<file path="src/rtl/mult_share_ctrl.sv">
// Round-robin front end sharing one init/done shift-add multiplier among NREQ requesters.
// Latency req->resp_valid is 3 + multiplier latency; requesters wait (hold req) until their resp_valid.
module mult_share_ctrl #(
    parameter int NREQ    = 4,
    parameter int W       = 3,
    parameter int TIMEOUT = 31
) (
    input  logic                clk,
    input  logic                rst,
    input  logic [NREQ-1:0]     req,
    input  logic [NREQ*W-1:0]   md_in,
    input  logic [NREQ*W-1:0]   mr_in,
    output logic [NREQ-1:0]     resp_valid,
    output logic [2*W-1:0]      resp_data,
    output logic                resp_err,
    output logic                busy,
    output logic                mul_rst,
    output logic                mul_init,
    output logic [W-1:0]        mul_md,
    output logic [W-1:0]        mul_mr,
    input  logic                mul_done,
    input  logic [2*W-1:0]      mul_pp
);

    localparam int IW = (NREQ > 1) ? $clog2(NREQ) : 1;
    localparam int TW = $clog2(TIMEOUT + 1);

    typedef enum logic [2:0] {
        S_IDLE,
        S_ISSUE,
        S_WAIT,
        S_RESP,
        S_ABORT
    } state_t;

    state_t             state_q;
    logic [IW-1:0]      ptr_q;
    logic [IW-1:0]      idx_q;
    logic [TW-1:0]      timer_q;
    logic [NREQ-1:0]    resp_valid_q;
    logic [2*W-1:0]     resp_data_q;
    logic               resp_err_q;
    logic               busy_q;
    logic               mul_rst_q;
    logic               mul_init_q;
    logic [W-1:0]       mul_md_q;
    logic [W-1:0]       mul_mr_q;

    logic               pick_vld_d;
    logic [IW-1:0]      pick_idx_d;
    logic [IW-1:0]      ptr_d;
    logic [NREQ-1:0]    onehot_d;

    // Scan from the highest offset down so the nearest requester after ptr wins.
    always_comb begin
        pick_vld_d = 1'b0;
        pick_idx_d = '0;
        for (int k = NREQ - 1; k >= 0; k--) begin
            if (req[(int'(ptr_q) + k) % NREQ]) begin
                pick_vld_d = 1'b1;
                pick_idx_d = IW'((int'(ptr_q) + k) % NREQ);
            end
        end
    end

    assign ptr_d    = (idx_q == IW'(NREQ - 1)) ? '0 : idx_q + IW'(1);
    assign onehot_d = NREQ'(1) << idx_q;

    always_ff @(posedge clk) begin
        if (rst) begin
            state_q      <= S_IDLE;
            ptr_q        <= '0;
            idx_q        <= '0;
            timer_q      <= '0;
            resp_valid_q <= '0;
            resp_data_q  <= '0;
            resp_err_q   <= 1'b0;
            busy_q       <= 1'b0;
            mul_rst_q    <= 1'b0;
            mul_init_q   <= 1'b0;
            mul_md_q     <= '0;
            mul_mr_q     <= '0;
        end else begin
            resp_valid_q <= '0;
            resp_err_q   <= 1'b0;
            mul_rst_q    <= 1'b0;
            mul_init_q   <= 1'b0;
            case (state_q)
                S_IDLE: begin
                    if (pick_vld_d) begin
                        idx_q      <= pick_idx_d;
                        mul_md_q   <= md_in[int'(pick_idx_d) * W +: W];
                        mul_mr_q   <= mr_in[int'(pick_idx_d) * W +: W];
                        mul_init_q <= 1'b1;
                        busy_q     <= 1'b1;
                        state_q    <= S_ISSUE;
                    end
                end
                // done may still be high from the previous op here; it is not looked at.
                S_ISSUE: begin
                    timer_q <= '0;
                    state_q <= S_WAIT;
                end
                S_WAIT: begin
                    if (mul_done) begin
                        resp_data_q  <= mul_pp;
                        resp_valid_q <= onehot_d;
                        state_q      <= S_RESP;
                    end else if (timer_q == TW'(TIMEOUT)) begin
                        mul_rst_q    <= 1'b1;
                        resp_valid_q <= onehot_d;
                        resp_err_q   <= 1'b1;
                        resp_data_q  <= '0;
                        state_q      <= S_ABORT;
                    end else begin
                        timer_q <= timer_q + TW'(1);
                    end
                end
                S_RESP, S_ABORT: begin
                    ptr_q   <= ptr_d;
                    busy_q  <= 1'b0;
                    state_q <= S_IDLE;
                end
                default: state_q <= S_IDLE;
            endcase
        end
    end

    assign resp_valid = resp_valid_q;
    assign resp_data  = resp_data_q;
    assign resp_err   = resp_err_q;
    assign busy       = busy_q;
    assign mul_rst    = mul_rst_q;
    assign mul_init   = mul_init_q;
    assign mul_md     = mul_md_q;
    assign mul_mr     = mul_mr_q;

endmodule

</file>
<file path="config.mk">
export PLATFORM = sky130hd
export DESIGN_NAME = mult_share_ctrl
export DESIGN_NICKNAME = d
export VERILOG_FILES = /design/src/rtl/mult_share_ctrl.sv
export SDC_FILE = /design/constraint.sdc
export NUM_CORES = 1
export LEC_CHECK = 0
export ABC_CLOCK_PERIOD_IN_PS = 2900
export BUFFER_PORTS_ARGS = -buffer_cell sky130_fd_sc_hd__clkbuf_2
export CORE_MARGIN = 1.5
export CORE_UTILIZATION = 48
export DETAILED_ROUTE_END_ITERATION = 7
export PLACE_DENSITY = 0.79
export SYNTH_ARGS = -nofsm -noshare
export SYNTH_HDL_FRONTEND = slang
export SYNTH_SLANG_ARGS = --single-unit
</file>
<file path="constraint.sdc">
create_clock -name clk -period 2.9 [get_ports clk]
set_input_delay 0.29 -clock clk [delete_from_list [all_inputs] [get_ports clk]]
set_output_delay 0.29 -clock clk [all_outputs]
set_load 0.05 [all_outputs]
</file>
==> results.json <==
{
  "htreeDepth": 2,
  "fin_util": 0.643,
  "cp-start-kind": "flip-flop",
  "drc": 0,
  "crit_arrival_ns": 2.50,
  "cp.required_ns": 3.15,
  "synth_top_area_share": 0.428,
  "use_met2": 0.344,
  "die_area_mm2": 0.00336,
  "synth-seq-cells": 31,
  "async_reset_ff_frac": 0,
  "synth_cell_types": 33,
  "place.gp.congestion": 0.821,
  "vias": 1308,
  "clock_skew_ns": 0.00806,
  "multi_input_area_um2": 772,
  "initial_utilization": 0.517,
  "synth_commonest_cells": "31 x dfxtp_1, 19 x nor2_1, 16 x mux2i_1, 8 x a22oi_1",
  "ant_nets": 0,
  "grt_max_degree": 28,
  "worst_slew_pin_slew_ns": 0.544,
  "met1_usage": 0.219,
  "yosysWarnings": 0,
  "setup_viol": 0,
  "ir_drop_mv": 0.357,
  "grt_usage": 0.200,
  "ff_latch_area_um2": 621,
  "rows": 19,
  "synth_top_cell_by_area": "dfxtp_1",
  "fmax_mhz": 444,
  "numPortBuffers": 56,
  "crit_type": "flip-flop to flip-flop",
  "cts_setup_buffers": 0,
  "gr-total-overflow": 0,
  "relSlewSlack": 0.635,
  "synth_edf_count": 0,
  "routed_via_density": 5.50,
  "cts-hold-fix-buffers": 0,
  "synth_fp_nets": 193,
  "grt_pass1_vias": 1279,
  "ys_seq_area_frac": 0.428,
  "wire_per_inst_um": 13.4,
  "antenna_found_initial": 0,
  "ctsRootBufferMaster": "clkbuf_4",
  "use_met3": 0.0513,
  "period_needed_ns": 2.25,
  "clockBufferDepth": 2,
  "clock_sinks": 31,
  "drv_cap": 0,
  "leakage_nw": 0.813,
  "cts_tree": "yes",
  "die_w_um": 58.0,
  "yosys.cell_count.top_type": "dfxtp_1",
  "min_path_type": "primary input to flip-flop",
  "clock_latency_ns": 0.33,
  "die_h_um": 58.0,
  "ff2ff_setup_slack_ns": 0.65,
  "drive_gt1_frac": 0.324,
  "drtPass1Iterations": 6,
  "critPathMaxFanout": 5,
  "setup_tns_ns": 0,
  "area_growth_pct": 24.3,
  "period_share": 0.777,
  "synthTopCellsByArea": "dfxtp_1 43%, mux2i_1 11%, ha_1 5.2%, nor2_1 4.9%, a22oi_1 4.1%",
  "cts-resized-gates": 0,
  "cp-end-kind": "flip-flop",
  "outcome": "complete, no violations",
  "post-dp-hpwl_um": 2400,
  "finalHoldViolations": 0,
  "nFillCells": 232,
  "syn_avg_cell_area_um2": 9.67,
  "wirelength_um": 3190,
  "grt_pass1_wl_um": 5150,
  "drt-initial-drc-count": 52,
  "ys.flop_type": "dfxtp_1",
  "finalMaxSlewViolations": 0,
  "diodes": 0,
  "rsz0062_at_grt": "false",
  "nNetsFinal": 249,
  "path_clk_slew_ns": 0.10,
  "top_usage_layer": "met2",
  "synth_cells": 150,
  "pin_count": 57,
  "power_density_mw_per_mm2": 567,
  "netlist_area_mm2": 0.00145,
  "cts_buffers": 5,
  "core_area_mm2": 0.00281
}
final timing paths:
kind	from	to	cells after the start
hold reg to reg	busy$_SDFFE_PP0P_	busy$_SDFFE_PP0P_	2
hold / removal	mul_pp[5]	resp_data[5]$_SDFFE_PP0P_	3
setup / recovery	timer_q[0]$_SDFFE_PP0P_	timer_q[3]$_SDFFE_PP0P_	8
setup reg to reg	timer_q[0]$_SDFFE_PP0P_	timer_q[3]$_SDFFE_PP0P_	8
cell type report:
type                       count  area share
sequential                    31       0.344
tap                           31      0.0215
inverter                       4     0.00833
clock buffer                   8      0.0382
timing repair buffer          57       0.160
multi-input combinational    107       0.428
worst max-delay path, cell delays in order, from the launching register on:
cell and delay [ns]:
dfxtp_1 0.34, ha_1 0.21, and3_1 0.18, ha_1 0.23
or4b_4 0.56, a21oi_4 0.16, nand4_1 0.13, xor2_1 0.17
a211oi_2 0.18
power breakdown:
part	total, W	internal [W]	leakage (nW)	switching (W)
clock network	0.000284	0.000143	0.0386	0.000141
logic	0.000257	0.0000893	0.522	0.000168
registers	0.000480	0.000456	0.253	0.0000244
state kept, by name, summed over array words and instances (netlist names):
name and count:
mul_mr 3, mul_md 3, mul_init 1, mul_rst 1
busy 1, state_q 3, idx_q 2, timer_q 5
resp_valid 4, ptr_q 2, resp_data 6
per-stage QoR:
| stage | instances | setup slack, ns | total power (W) | hold WS, ns | instance area (um2) |
|---|---|---|---|---|---|
| final | 238 | 0.647 | 0.00102 | 0.213 | 1800 |
| after global routing | 238 | 0.543 | 0.00107 | 0.208 | 1800 |
| after CTS | 238 | 0.649 | 0.00103 | 0.199 | 1800 |
| after detailed placement | 230 | 0.674 | 0.000747 | 0.459 | 1730 |
| after global placement | 230 | 0.761 | 0.000738 | 0.447 | 1730 |
| after floorplan | 150 | 0.811 | 0.000678 | 0.367 | 1450 |
layout by cell type (no fill, tap or decap), types with 2 or more instances in the layout:
| master | netlist | routed |
|---|---|---|
| nand3b_1 | 7 | 7 |
| nand2_1 | 5 | 5 |
| ha_1 | 6 | 6 |
| a21oi_1 | 7 | 7 |
| nand2b_1 | 5 | 5 |
| nor4b_1 | 2 | 2 |
| a22oi_1 | 8 | 8 |
| mux2i_1 | 16 | 16 |
| inv_1 | 4 | 4 |
| and2_1 | 5 | 5 |
| nor2_1 | 19 | 19 |
| o21a_1 | 2 | 2 |
| clkbuf_2 | 0 | 56 |
| nor3_1 | 3 | 3 |
| dfxtp_1 | 31 | 31 |
| clkbuf_4 | 0 | 5 |
| xor2_1 | 2 | 2 |
| o22ai_1 | 2 | 2 |
| o221ai_1 | 6 | 6 |
| clkbuf_8 | 0 | 2 |
layer usage:
metal	share of wire	wire (um)
met1	0.40	1290
met4	0.019	61
met3	0.059	189
met5	0	0
met2	0.52	1650
cell families after synthesis:
kind of cell / count (synthesis) / synth area share
mux: 16 / 0.110
simple gates: 52 / 0.198
fa+ha+maj: 6 / 0.0518
flops: 31 / 0.428
compound gates: 31 / 0.160
buf+inv: 12 / 0.0397
xor+xnor: 2 / 0.0121
(Power assumes the default switching activity.)
